--- src/rtl/core_bus_pkg.sv ---
// Shared types for the core bus arbiter: FSM states, default-width request
// slot record and small sizing helpers.
package core_bus_pkg;

  typedef enum logic [1:0] {
    IDLE  = 2'd0,
    ISSUE = 2'd1,
    WAIT  = 2'd2
  } arb_state_t;

  localparam int DEF_ADDR_W = 30;
  localparam int DEF_DATA_W = 32;
  localparam int BE_W       = DEF_DATA_W / 8;

  typedef struct packed {
    logic [DEF_ADDR_W-1:0] addr;
    logic                  write;
    logic [DEF_DATA_W-1:0] data;
    logic [BE_W-1:0]       be;
  } slot_t;

  // Counter width able to hold 0..n; never narrower than one bit.
  function automatic int cnt_w(input int n);
    return (n < 2) ? 1 : $clog2(n + 1);
  endfunction

endpackage

--- src/rtl/core_bus_arb_pick.sv ---
// Combinational requester picker: rotating priority starting after last_grant,
// or plain lowest-index priority when fixed_prio is set.
module core_bus_arb_pick
  import core_bus_pkg::*;
#(
  parameter int N     = 2,
  parameter int IDX_W = 1
) (
  input  logic [N-1:0]     pending,
  input  logic [IDX_W-1:0] last_grant,
  input  logic             fixed_prio,
  output logic [IDX_W-1:0] grant,
  output logic             valid
);

  int idx;

  // Loops run from the far end so the highest-priority hit is the last write.
  always_comb begin
    idx   = 0;
    grant = '0;
    valid = |pending;
    if (fixed_prio) begin
      for (int i = N - 1; i >= 0; i--) begin
        if (pending[i]) grant = IDX_W'(i);
      end
    end else begin
      for (int k = N; k >= 1; k--) begin
        idx = (int'(last_grant) + k) % N;
        if (pending[idx[IDX_W-1:0]]) grant = IDX_W'(idx);
      end
    end
  end

endmodule

--- src/rtl/core_bus_arbiter.sv ---
// N-channel request arbiter onto one shared start/ready bus, with per-channel
// request slots, round-robin or fixed priority, and an optional watchdog.
//
// state | meaning
// IDLE  | no transfer on the bus; pick a pending channel and load bus fields
// ISSUE | bus_start high for this single cycle
// WAIT  | waiting for bus_ready (or watchdog expiry) for the granted channel
module core_bus_arbiter #(
  parameter int N          = 2,
  parameter int ADDR_W     = 30,
  parameter int DATA_W     = 32,
  parameter bit FIXED_PRIO = 1'b0,
  parameter int TIMEOUT    = 0
) (
  input  logic                    clk,
  input  logic                    rst,
  input  logic [N-1:0]            ch_start,
  input  logic [N-1:0]            ch_write,
  input  logic [N*ADDR_W-1:0]     ch_addr,
  input  logic [N*DATA_W-1:0]     ch_data_wr,
  input  logic [N*DATA_W/8-1:0]   ch_data_be,
  output logic [N-1:0]            ch_ready,
  output logic [N-1:0]            ch_fault,
  output logic [DATA_W-1:0]       ch_data_rd,
  output logic [ADDR_W-1:0]       bus_addr,
  output logic                    bus_start,
  output logic                    bus_write,
  output logic [DATA_W-1:0]       bus_data_wr,
  output logic [DATA_W/8-1:0]     bus_data_be,
  input  logic                    bus_ready,
  input  logic [DATA_W-1:0]       bus_data_rd
);
  import core_bus_pkg::*;

  localparam int SLOT_BE_W = DATA_W / 8;
  localparam int IDX_W     = $clog2(N);
  localparam int TMO_W     = cnt_w(TIMEOUT);
  localparam logic [TMO_W-1:0] TMO_LAST = TMO_W'((TIMEOUT > 0) ? TIMEOUT - 1 : 0);

  typedef struct packed {
    logic [ADDR_W-1:0]    addr;
    logic                 write;
    logic [DATA_W-1:0]    data;
    logic [SLOT_BE_W-1:0] be;
  } ch_slot_t;

  ch_slot_t         slot [N];
  logic [N-1:0]     pending;
  arb_state_t       state;
  logic [IDX_W-1:0] last_grant;
  logic [IDX_W-1:0] grant;
  logic [IDX_W-1:0] pick_grant;
  logic             pick_valid;
  logic [TMO_W-1:0] tmo_cnt;
  logic             done_ok;
  logic             done_tmo;
  logic [N-1:0]     grant_oh;
  logic [N-1:0]     clr_mask;
  logic [N-1:0]     set_mask;

  core_bus_arb_pick #(
    .N     (N),
    .IDX_W (IDX_W)
  ) u_pick (
    .pending    (pending),
    .last_grant (last_grant),
    .fixed_prio (FIXED_PRIO),
    .grant      (pick_grant),
    .valid      (pick_valid)
  );

  // A new start on a channel completing this cycle is accepted; otherwise a
  // start on an already pending channel is dropped.
  always_comb begin
    grant_oh        = '0;
    grant_oh[grant] = 1'b1;
    done_ok  = !rst && (state == WAIT) && bus_ready;
    done_tmo = !rst && (state == WAIT) && !bus_ready && (TIMEOUT > 0) &&
               (tmo_cnt == TMO_LAST);
    ch_ready = done_ok  ? grant_oh : '0;
    ch_fault = done_tmo ? grant_oh : '0;
    clr_mask = ch_ready | ch_fault;
    set_mask = ch_start & (~pending | clr_mask);
  end

  assign ch_data_rd = bus_data_rd;

  always_ff @(posedge clk) begin
    if (rst) begin
      state       <= IDLE;
      pending     <= '0;
      last_grant  <= IDX_W'(N - 1);
      grant       <= '0;
      tmo_cnt     <= '0;
      bus_start   <= 1'b0;
      bus_addr    <= '0;
      bus_write   <= 1'b0;
      bus_data_wr <= '0;
      bus_data_be <= '0;
    end else begin
      pending   <= (pending & ~clr_mask) | set_mask;
      bus_start <= 1'b0;
      for (int i = 0; i < N; i++) begin
        if (set_mask[i]) begin
          slot[i] <= '{addr:  ch_addr[i*ADDR_W +: ADDR_W],
                       write: ch_write[i],
                       data:  ch_data_wr[i*DATA_W +: DATA_W],
                       be:    ch_data_be[i*SLOT_BE_W +: SLOT_BE_W]};
        end
      end
      case (state)
        IDLE: begin
          if (pick_valid) begin
            grant       <= pick_grant;
            bus_addr    <= slot[pick_grant].addr;
            bus_write   <= slot[pick_grant].write;
            bus_data_wr <= slot[pick_grant].data;
            bus_data_be <= slot[pick_grant].be;
            bus_start   <= 1'b1;
            state       <= ISSUE;
          end
        end
        ISSUE: begin
          tmo_cnt <= '0;
          state   <= WAIT;
        end
        WAIT: begin
          if (done_ok) begin
            last_grant <= grant;
            state      <= IDLE;
          end else if (done_tmo) begin
            state <= IDLE;
          end else begin
            tmo_cnt <= tmo_cnt + 1'b1;
          end
        end
        default: state <= IDLE;
      endcase
    end
  end

endmodule

--- config.mk ---
export PLATFORM = sky130hd
export DESIGN_NAME = core_bus_arbiter
export DESIGN_NICKNAME = d
export VERILOG_FILES = /design/src/rtl/core_bus_pkg.sv /design/src/rtl/core_bus_arb_pick.sv /design/src/rtl/core_bus_arbiter.sv
export SDC_FILE = /design/constraint.sdc
export NUM_CORES = 1
export LEC_CHECK = 0
export CAP_MARGIN = 20
export CORE_AREA = 4 4 181 183
export DETAILED_ROUTE_END_ITERATION = 12
export DIE_AREA = 0 0 185 187
export HOLD_SLACK_MARGIN = 0.12
export PLACE_DENSITY_LB_ADDON = 0.25
export SLEW_MARGIN = 40
export SYNTH_ARGS = -nofsm -noshare
export SYNTH_HDL_FRONTEND = slang
export SYNTH_HIERARCHICAL = 1
export SYNTH_SLANG_ARGS = --single-unit
--- constraint.sdc ---
create_clock -name clk -period 15 [get_ports clk]
set_clock_uncertainty 0.2 [all_clocks]
set_input_delay 3 -clock clk [delete_from_list [all_inputs] [get_ports clk]]
set_output_delay 3 -clock clk [all_outputs]
set_load 0.005 [all_outputs]
== After elaboration in Yosys (flattened, before gate mapping) ==
Memories as Yosys holds them, arrays and structs flattened. A register that Yosys moved wholly into a read port is not among the register bits.
Index checks and enable logic that the tools add are counted.

* Reduce and logical (&&, ||, !) cells: 10
* Mux-type cells: 19
* Add/sub/neg operators: 2
* Bitwise gates (word level): 7
* Magnitude comparators: 4
* Eq/ne operators: 4

{| class="wikitable"
|+ Operators by type and width
! kind !! number
|-
| 2-to-1 mux 1 bit || 14
|-
| less-than comparator 1 x 2 -> 1 bit, second input constant || 3
|-
| 2-to-1 mux 2 bit || 3
|-
| one-hot mux 2 bit (3 select lines) || 1
|-
| AND reduction 2 bit || 3
|-
| bitwise AND 2 bit || 2
|-
| != test 2 bit, second input constant || 2
|-
| inverter 2 bit || 2
|-
| OR 2 bit || 2
|-
| OR reduction 2 bit || 2
|-
| logical AND 1 bit || 3
|-
| adder 1 bit, second input constant || 2
|-
| == test 2 x 1 -> 1 bit, second input constant || 1
|-
| == test 2 bit, second input constant || 1
|-
| logical NOT 2 bit || 1
|-
| demux 1 bit (select 1 bit) || 1
|-
| >= comparator 1 bit, second input constant || 1
|-
| logical NOT 1 bit || 1
|-
| inverter 1 bit || 1
|}

* Memories kept: 1
* Flip-flop bits (word level): 7
* Output and inout port bits: 104
* Memory bits (writable): 134
* Logic and storage cells: 52
* Bits of input ports: 171

{| class="wikitable"
|+ Memories
! name !! depth !! bits a word !! rd ports !! clocked after Yosys merged registers in !! wr ports !! line !! RTL
|-
| slot || 2 || 67 || 1 || 1 || 2 || core_bus_arbiter.sv:47 || <nowiki>ch_slot_t slot [N];</nowiki>
|}

== Longest topological paths before layout ==
Gate-level depths: netlist (run 1).

* Depth in word-level cells: 10
* Gate-level depth with buffers: 7
* Mapped depth without buffers: 4

== Cells and area by module ==
Netlist (run 1), hierarchy kept.

{| class="wikitable"
|+ By module, submodules not included
! module !! seq. area each (µm²) !! instances !! area an instance (µm²) !! cells an instance
|-
| core_bus_arbiter || 5505.3 || 1 || 7652.3 || 500
|-
| core_bus_arb_pick || 0.0 || 1 || 17.5 || 3
|}

== Least setup slack after synthesis (run 1) ==
Ideal clock, no wire load.

* Path kind: input-to-reg
* From: input port bus_ready
* To: memory slot[0][0] (netlist bit) (enable)
* Setup time: 0.514 ns
* Path slack: 7.530 ns
* Path buffers: 0
* Stages on the path: 2
* Arrival: 6.756 ns
* Required time: 14.286 ns
* Path through: or4bb_1 > a21oi_1

{| class="wikitable"
|+ RTL lines
! what !! line !! RTL
|-
| start, declared || core_bus_arbiter.sv:30 || <nowiki>input logic bus_ready,</nowiki>
|-
| end, declared || core_bus_arbiter.sv:47 ||
|}

== Worst setup path after layout (run 1) ==
* From: input port bus_ready
* To: output port ch_ready[1]

* Word-level cells in the longest chain between the ends: 2

{| class="wikitable"
|+ Ends and longest elaborated chain
! what !! line !! RTL
|-
| logical AND 1 bit || core_bus_arbiter.sv:77 || <nowiki>done_ok = !rst && (state == WAIT) && bus_ready;</nowiki>
|-
| 2-to-1 mux 2 bit || core_bus_arbiter.sv:80 || <nowiki>ch_ready = done_ok ? grant_oh : '0;</nowiki>
|-
| end, declared || core_bus_arbiter.sv:22 || <nowiki>output logic [N-1:0] ch_ready,</nowiki>
|}

No other way between the ends.

==> results of run 1 <==
registers in the layout, indices dropped and copies added (netlist names):
signal / flops
slot: 134
last_grant: 1
bus_addr: 30
bus_data_be: 4
grant: 1
pending: 2
bus_start: 1
bus_write: 1
state: 2
bus_data_wr: 32
metal layers:
metal	global-route usage (%)	vias up
met5	0	-
met4	4.83	0
met3	3.70	66
met2	16.8	166
met1	13.7	2234
li1	-	2194
cells in the final DEF (no fill, tap or decap), types with 2 or more instances in the layout:
cell,netlist,routed
dfxtp_1,74,74
o22ai_2,8,8
conb_1,1,3
clkinv_2,0,6
a21oi_4,0,2
bufinv_16,0,2
nand2b_1,73,73
o22ai_1,59,59
buf_4,34,6
mux2i_1,68,68
clkbuf_16,0,25
clkdlybuf4s50_1,0,207
clkinv_1,0,3
inv_1,2,2
clkbuf_1,14,4
edfxtp_1,134,134
clkbuf_8,0,4
per-stage QoR:
stage               util [%]  worst slack (ps)  power, mW
global placement        31.8              7370      0.851
detailed placement      32.0              7360      0.854
finish                  34.6              7350       1.42
CTS                     34.6              7350       1.45
floorplan                  -              7530      0.754
global route            34.6              7280       1.49
where the power goes:
group / total [mW] / switching [mW] / internal [mW]
Clock: 0.582 / 0.225 / 0.356
Sequential: 0.666 / 0.0167 / 0.649
Combinational: 0.172 / 0.0738 / 0.0981
Total: 1.42 / 0.316 / 1.10
layout make-up:
class,instances,area share (%)
clock inverter,11,0.939
sequential,208,51.0
timing repair buffer,217,20.2
multi-input combinational,230,16.7
tap,402,4.66
clock buffer,33,6.45
inverter,2,0.0696
worst register-to-register path: stages (launching register included):
cell and delay [ps]:
dfxtp_1 360, o21ai_1 110, and2_4 560, buf_4 790
mux2i_1 320, o22ai_2 100
synthesized netlist by cell type (2+ instances only):
master    instances
edfxtp_1        134
dfxtp_1          74
nand2b_1         73
mux2i_1          68
o22ai_1          59
buf_4            34
clkbuf_1         14
buf_2            11
o22ai_2           8
buf_1             4
a21oi_1           3
buf_6             2
inv_1             2
cells by family (layout without fill, tap and decap cells):
kind of cell | count (synthesis) | after routing | share of synthesized area [%]
AOI/OAI and AO/OA | 75 | 75 | 6.80
buffers and inverters | 67 | 263 | 5.32
DFF | 208 | 208 | 71.8
muxes | 68 | 68 | 8.87
other | 1 | 3 | 0.0489
and+or+nand+nor | 84 | 84 | 7.18
final timing paths:
kind	from	end	cells after the start
worst max-delay path	bus_ready	ch_ready[1]	4
worst min-delay path	last_grant$_SDFFE_PP1P_	last_grant$_SDFFE_PP1P_	1
worst max register to register	pending[0]$_SDFF_PP0_	bus_data_wr[2]$_SDFFE_PP0P_	5
worst min register to register	last_grant$_SDFFE_PP1P_	last_grant$_SDFFE_PP1P_	1
==> results.yml, run 1 <==
placement:
  placed_cell_area_um2: 10000
  dp.cells: 1059
  post-dp-hpwl_um: 12000
  portBuffers: 208
  gp_congestion: 0.692
layout:
  drive_gt1_share_pct: 8.84
  area_growth_pct: 40.7
  antenna_cells: 0
  nets: 854
  final_cells: 1103
  multi_input_area_um2: 1800
  regArea_um2: 5510
  fillers: 3067
  postLayoutCellArea_um2: 10800
sta:
  fin_setup_tns_ps: 0
  final.period_utilization_pct: 51.0
  hold_ws_ps: 267
  rsz0062_at_grt: "false"
  final_max_slew_viol_count: 0
  setup_violations: 0
  final_hold_viol_count: 0
  min_period_ps: 7650
  worst_pin_slew_ps: 775
  slew_headroom_pct: 48.3
  max_freq_mhz: 131
cts:
  cts_tree: "yes"
  clockRootBuffer: "clkbuf_16"
  post-cts-setup-buffers: 0
  path_clk_slew_ps: 50
  cts.repair.resized: 0
  holdBufCountCts: 0
  clock_latency_ps: 510
  cts-buffers-inserted: 24
  clockBufferDepth: 3
  clock-sinks: 208
  htreeDepth: 1
power:
  pwr_density_cell_nw_per_um2: 132
  ir_drop_uv: 82.6
  p_leak_nw: 3.64
setup_path:
  r2r_slack_ps: 12430
  critPathSlowestCell: "clkdlybuf4s50_1"
  slowest_delay_ps: 540
  path_cells: "clkdlybuf4s50_1 > nand3b_1 > nor3b_1 > clkdlybuf4s50_1"
  critical_path.top_delay_family: "buffers and inverters"
  crit_top_cell: "clkdlybuf4s50_1"
  critPathBufInv: 2
  arrival_ps: 4450
  critPathMaxFanout: 5
  cp_data_required_time_ps: 11800
  worstSetupPathType: "in2out"
  end_kind: "output port"
  setup.worst_path.start_class: "input pin"
status:
  status: "finished clean"
drt:
  dr_wl_met3_um: 1890
  drtIter0Drc: 144
  topRoutingLayerUsed: "met4"
  drt_pre_antenna_iters: 4
  drc_errors: 0
  vias_per_cell: 4.22
  routedWlPerCell_um: 17.9
  met2WireLength_um: 8650
  routed_wl_um: 19700
  num_vias: 4660
  ant_nets: 0
  drt-met1-wl_um: 8300
floorplanning:
  core_um2: 31200
  initial_core_util_pct: 24.6
  die_x_um: 185
  row_count: 65
  dieArea_um2: 34600
  die_h_um: 187
  io_pins: 275
synthesis:
  synth_cell_type_count: 30
  synth_edf_count: 134
  yosys-top-cells-area: "edfxtp_1, dfxtp_1, mux2i_1, nand2b_1, o22ai_1"
  post_synth.cell_area_avg_um2: 15.2
  netlist_instances: 503
  seq_area_frac_synth_pct: 71.8
  yosysTopAreaCellShare_pct: 52.5
  yosysTopAreaCell: "edfxtp_1"
  async_reset_ff_share_pct: 0
  ys_seq_elements: 208
  syn_area_um2: 7670
  synth_flop_cell: "edfxtp_1"
  synth_warnings: 6
grt:
  grt_max_degree: 77
  grt-ovfl-total: 0
  track_usage_pct: 10.8
  grt_pass1_wl_um: 29200
  grt_pass1_vias: 4874
  antenna_found_initial: 0
hold_path:
  hp-class: "reg2reg"
run:
  maxCapViolCount: 0
Note: power is estimated with default switching activity, not from simulation.
==> inputs of run 2 (changes only) <==
==> constraint.sdc (replaced) <==
create_clock -name clk -period 6.9 [get_ports clk]
set_clock_uncertainty 0.2 [all_clocks]
set_input_delay 1.38 -clock clk [delete_from_list [all_inputs] [get_ports clk]]
set_output_delay 1.38 -clock clk [all_outputs]
set_load 0.005 [all_outputs]
==> run 2 against run 1 <==
Compared with the run above:
- wire length decreased by 1.9%
- global-route usage decreased by 0.24 points
- flip-flop and latch count unchanged
- highest routed layer unchanged
- setup slack got worse by 4900 ps
- combinational power increased by 120%
- via count decreased by 2.3%
- die area unchanged
- non-clock buffer count decreased by 2
==> results.yml, run 2 (synthesized netlist as in run 1, its figures left out) <==
status:
  status: "finished clean"
floorplanning:
  io_pins: 275
  die_h_um: 187
  dieArea_um2: 34600
  die_x_um: 185
  core_um2: 31200
  initial_core_util_pct: 24.6
  row_count: 65
placement:
  post-dp-hpwl_um: 11800
  dp.cells: 1057
  placed_cell_area_um2: 9990
  portBuffers: 208
  gp_congestion: 0.680
  dp_slack_ps: 2470
layout:
  reg_top3: "slot x134, bus_data_wr x32, bus_addr x30"
  postLayoutCellArea_um2: 10700
  final_cells: 1098
  final_util_pct: 34.4
  final_cell_mix: "clkdlybuf4s50_1, edfxtp_1, dfxtp_1"
  largest_register: "slot"
  antenna_cells: 0
  layout_commonest_cell: "clkdlybuf4s50_1"
  area_growth_pct: 39.9
  largest_reg_flops: 134
  drive_gt1_share_pct: 8.33
  nets: 852
setup_path:
  arrival_ps: 2860
  cp_data_required_time_ps: 5320
  crit_top_cell: "clkdlybuf4s50_1"
  r2r_cells: 5
  worstSetupPathType: "in2out"
  slowest_delay_ps: 540
  end_kind: "output port"
  path_cells: "clkdlybuf4s50_1 > nand3b_1 > nor3b_1 > clkdlybuf4s50_1"
  critPathBufInv: 2
  r2r_slack_ps: 4340
  critPathSlowestCell: "clkdlybuf4s50_1"
  setup.worst_path.start_class: "input pin"
  critical_path.top_delay_family: "buffers and inverters"
  r2r-start: "last_grant$_SDFFE_PP1P_"
  regToRegEndpoint: "bus_addr[19]$_SDFFE_PP0P_"
  critPathMaxFanout: 5
grt:
  grt_pass1_wl_um: 28700
  grt_max_degree: 77
  antenna_found_initial: 0
  grt-ovfl-total: 0
  track_usage_pct: 10.6
  grt_pass1_vias: 4868
sta:
  max_freq_mhz: 225
  setup_violations: 0
  final_hold_viol_count: 0
  hold_ws_ps: 277
  final_max_slew_viol_count: 0
  final.period_utilization_pct: 64.3
  fin_setup_tns_ps: 0
  worst_pin_slew_ps: 786
  slew_headroom_pct: 47.6
  setup_slack_ps: 2460
  min_period_ps: 4440
  rsz0062_at_grt: "false"
drt:
  routedWlPerCell_um: 17.6
  drc_errors: 0
  drtIter0Drc: 136
  ant_nets: 0
  drt_pre_antenna_iters: 4
  routed_wl_um: 19400
  num_vias: 4551
  vias_per_cell: 4.14
cts:
  cts_tree: "yes"
  htreeDepth: 1
  holdBufCountCts: 0
  cts.repair.resized: 0
  cts-buffers-inserted: 24
  clock_latency_ps: 510
  post-cts-setup-buffers: 0
  clock-sinks: 208
  clockRootBuffer: "clkbuf_16"
  path_clk_slew_ps: 60
  clockBufferDepth: 3
power:
  intPower_mw: 2.34
  p_sw_mw: 0.666
  pwr_density_cell_nw_per_um2: 280
  switching_share_pct: 22.2
  ir_drop_uv: 117
  seqPwrFrac_pct: 48.2
  clock_power_share_pct: 39.4
  power_mw: 3.00
  pwr-share-comb_pct: 12.3
  p_leak_nw: 3.61
hold_path:
  hold_start: "bus_data_be[0]$_SDFFE_PP0P_"
  hold_path_depth: 2
  hp-class: "reg2reg"
  min_to: "bus_data_be[0]$_SDFFE_PP0P_"
run:
  maxCapViolCount: 0
[run 2: final cells by class]
cell class	count	area, µm²
Timing Repair Buffer	215	2170
Fill cell	3034	20500
Inverter	2	7.51
Tap cell	402	503
Clock inverter	9	68.8
Multi-Input combinational cell	230	1800
Clock buffer	32	672
Sequential cell	208	5510
[run 2: worst max-delay path by stage]
stage | from | endpoint | slack [ps] | cells past startpoint
2_1_floorplan | bus_ready | slot[0][0]$_DFFE_PP_ | 1050 | 2
3_3_place_gp | bus_ready | ch_ready[1] | 2510 | 4
3_5_place_dp | bus_ready | ch_ready[1] | 2470 | 4
4_1_cts | bus_ready | ch_ready[1] | 2470 | 4
5_1_grt | bus_ready | ch_ready[1] | 2360 | 4
6_report | bus_ready | ch_ready[1] | 2460 | 4
[run 2: metal layers]
metal | up-vias | global-route usage, % | part of all wire [%]
met1 | 2144 | 13.2 | 43
met4 | 0 | 4.77 | 4.4
met2 | 160 | 16.9 | 44
met3 | 61 | 3.27 | 8.3
met5 | - | 0 | 0
li1 | 2186 | - | -
[run 2: worst reg2reg max path: cells and delay by family (launching register included)]
family                 cells  cell delay, ps
flip-flops                 1             320
AO/OA/AOI/OAI              2             250
buffers and inverters      1             790
multiplexers               1             340
AND/OR/NAND/NOR            1             530
[run 2: power by group through the flow]
| stage | sequential [mW] | combinational (mW) | clock [mW] |
|---|---|---|---|
| 2_1_floorplan | 1.48 | 0.163 | 0 |
| 3_3_place_gp | 1.48 | 0.370 | 0 |
| 3_5_place_dp | 1.48 | 0.378 | 0 |
| 4_1_cts | 1.45 | 0.380 | 1.24 |
| 5_1_grt | 1.46 | 0.403 | 1.29 |
| 6_report | 1.45 | 0.371 | 1.18 |
==> inputs of run 3 (changes only) <==
==> constraint.sdc (replaced) <==
create_clock -name clk -period 3.7 [get_ports clk]
set_clock_uncertainty 0.2 [all_clocks]
set_input_delay 0.74 -clock clk [delete_from_list [all_inputs] [get_ports clk]]
set_output_delay 0.74 -clock clk [all_outputs]
set_load 0.005 [all_outputs]
==> run 3 against run 2 <==
Compared with the run above:
- via count is 2.0% higher
- sequential power is 86% higher
- setup slack worse by 1900 ps
- non-clock buffer count is 4 higher
- worst hold slack worse by 12 ps
- wire length is 1.7% higher
- sequential share of layout area is 0.70 points lower
- cell count is 0.64% higher
- critical path type unchanged
- largest cell class unchanged
==> results.yml, run 3 (synthesized netlist as in run 1, its figures left out) <==
status:
  status: "finished clean"
sta:
  final_max_slew_viol_count: 0
  fin_setup_tns_ps: 0
  final_hold_viol_count: 0
  rsz0062_at_grt: "false"
  setup_violations: 0
  setup_slack_ps: 523
  hold_ws_ps: 265
  max_freq_mhz: 315
  final.period_utilization_pct: 85.9
  slew_headroom_pct: 62.9
  min_period_ps: 3180
  worst_pin_slew_ps: 557
cts:
  cts.repair.resized: 0
  clock_latency_ps: 520
  holdBufCountCts: 0
  clockBufferDepth: 3
  path_clk_slew_ps: 50
  cts-buffers-inserted: 24
  post-cts-setup-buffers: 0
  clockRootBuffer: "clkbuf_16"
  htreeDepth: 1
  clock-sinks: 208
  cts_tree: "yes"
layout:
  layout_commonest_cell: "clkdlybuf4s50_1"
  area_growth_pct: 41.8
  final_util_pct: 34.8
  fillers: 3030
  nets: 856
  largest_register: "slot"
  reg_top3: "slot x134, bus_data_wr x32, bus_addr x30"
  final_cell_mix: "clkdlybuf4s50_1, edfxtp_1, dfxtp_1"
  antenna_cells: 0
  largest_reg_flops: 134
  drive_gt1_share_pct: 9.39
grt:
  grt_max_degree: 68
  antenna_found_initial: 0
  grt-ovfl-total: 0
  track_usage_pct: 11.0
  grt_pass1_wl_um: 29600
  grt_pass1_vias: 5001
setup_path:
  slowest_delay_ps: 550
  critPathMaxFanout: 5
  crit_top_cell: "clkdlybuf4s50_1"
  cp_data_required_time_ps: 2760
  r2r-start: "pending[0]$_SDFF_PP0_"
  critPathSlowestCell: "clkdlybuf4s50_1"
  setup.worst_path.start_class: "input pin"
  end_kind: "output port"
  r2r_slack_ps: 1530
  regToRegEndpoint: "bus_addr[18]$_SDFFE_PP0P_"
  worstSetupPathType: "in2out"
  arrival_ps: 2240
  r2r_cells: 5
  path_cells: "clkdlybuf4s50_1 > nand3b_1 > nor3b_1 > clkdlybuf4s50_1"
hold_path:
  hold_start: "last_grant$_SDFFE_PP1P_"
  min_to: "last_grant$_SDFFE_PP1P_"
  hold_path_depth: 1
  hp-class: "reg2reg"
power:
  ir_drop_uv: 284
  p_leak_nw: 3.68
  pwr_density_cell_nw_per_um2: 541
drt:
  routed_wl_um: 19700
  num_vias: 4644
  drtIter0Drc: 153
  routedWlPerCell_um: 17.8
  drc_errors: 0
  drt_pre_antenna_iters: 4
  vias_per_cell: 4.20
  ant_nets: 0
floorplanning:
  io_pins: 275
  dieArea_um2: 34600
  die_h_um: 187
  die_x_um: 185
  row_count: 65
  initial_core_util_pct: 24.6
  core_um2: 31200
placement:
  portBuffers: 208
  dp_slack_ps: 528
  post-dp-hpwl_um: 12400
  gp_congestion: 0.702
run:
  maxCapViolCount: 0
[run 3: changes by cell type in the layout (fill, tap and decap cells not counted), sizes merged]
cell	delta
buf	+4
clkbuf	+4
bufinv	+2
clkinv	-3
[run 3: area by class of cell]
| type | count | area, µm² | area share (%) |
|---|---|---|---|
| flip-flops and latches | 208 | 5510 | 50.6 |
| clock buffers | 36 | 727 | 6.68 |
| multi-input cells | 230 | 1800 | 16.5 |
| inverters | 2 | 7.51 | 0.0690 |
| repair buffers | 219 | 2210 | 20.3 |
| clock inverters | 8 | 126 | 1.16 |
| well taps | 402 | 503 | 4.62 |
[run 3: per-layer routing]
metal / share of wire, % / up-vias / GRT usage (%)
li1: - / 2200 / -
met1: 42 / 2197 / 13.7
met2: 44 / 172 / 17.2
met3: 8.1 / 75 / 3.07
met4: 6.0 / 0 / 5.84
met5: 0 / - / 0
[run 3: worst max-delay path by stage]
stage | slack, ps | from | endpoint
2_1_floorplan | 9 | rst | slot[1][0]$_DFFE_PP_
3_5_place_dp | 530 | bus_ready | ch_ready[1]
4_1_cts | 520 | bus_ready | ch_ready[1]
3_3_place_gp | 540 | bus_ready | ch_ready[1]
6_report | 520 | bus_ready | ch_ready[1]
5_1_grt | 330 | bus_ready | ch_ready[1]
[run 3: worst max-delay path, delay by kind of cell]
family,cells,cell delay [ps]
simple gates,2,410
buf+inv,2,1080
[run 3: per-stage QoR]
stage,instances,cell area (µm²),power [mW]
2_1_floorplan,505,7690,3.05
4_1_cts,1105,10900,6.02
3_3_place_gp,1059,9980,3.46
6_report,1105,10900,5.89
3_5_place_dp,1061,10000,3.47
5_1_grt,1105,10900,6.16
[run 3: report_power, final]
part           total, mW  switching [mW]  leakage [nW]  internal, mW
registers           2.70          0.0690          1.85          2.63
logic              0.701           0.300          1.41         0.401
clock network       2.48           0.919         0.422          1.57
total               5.89            1.29          3.68          4.60
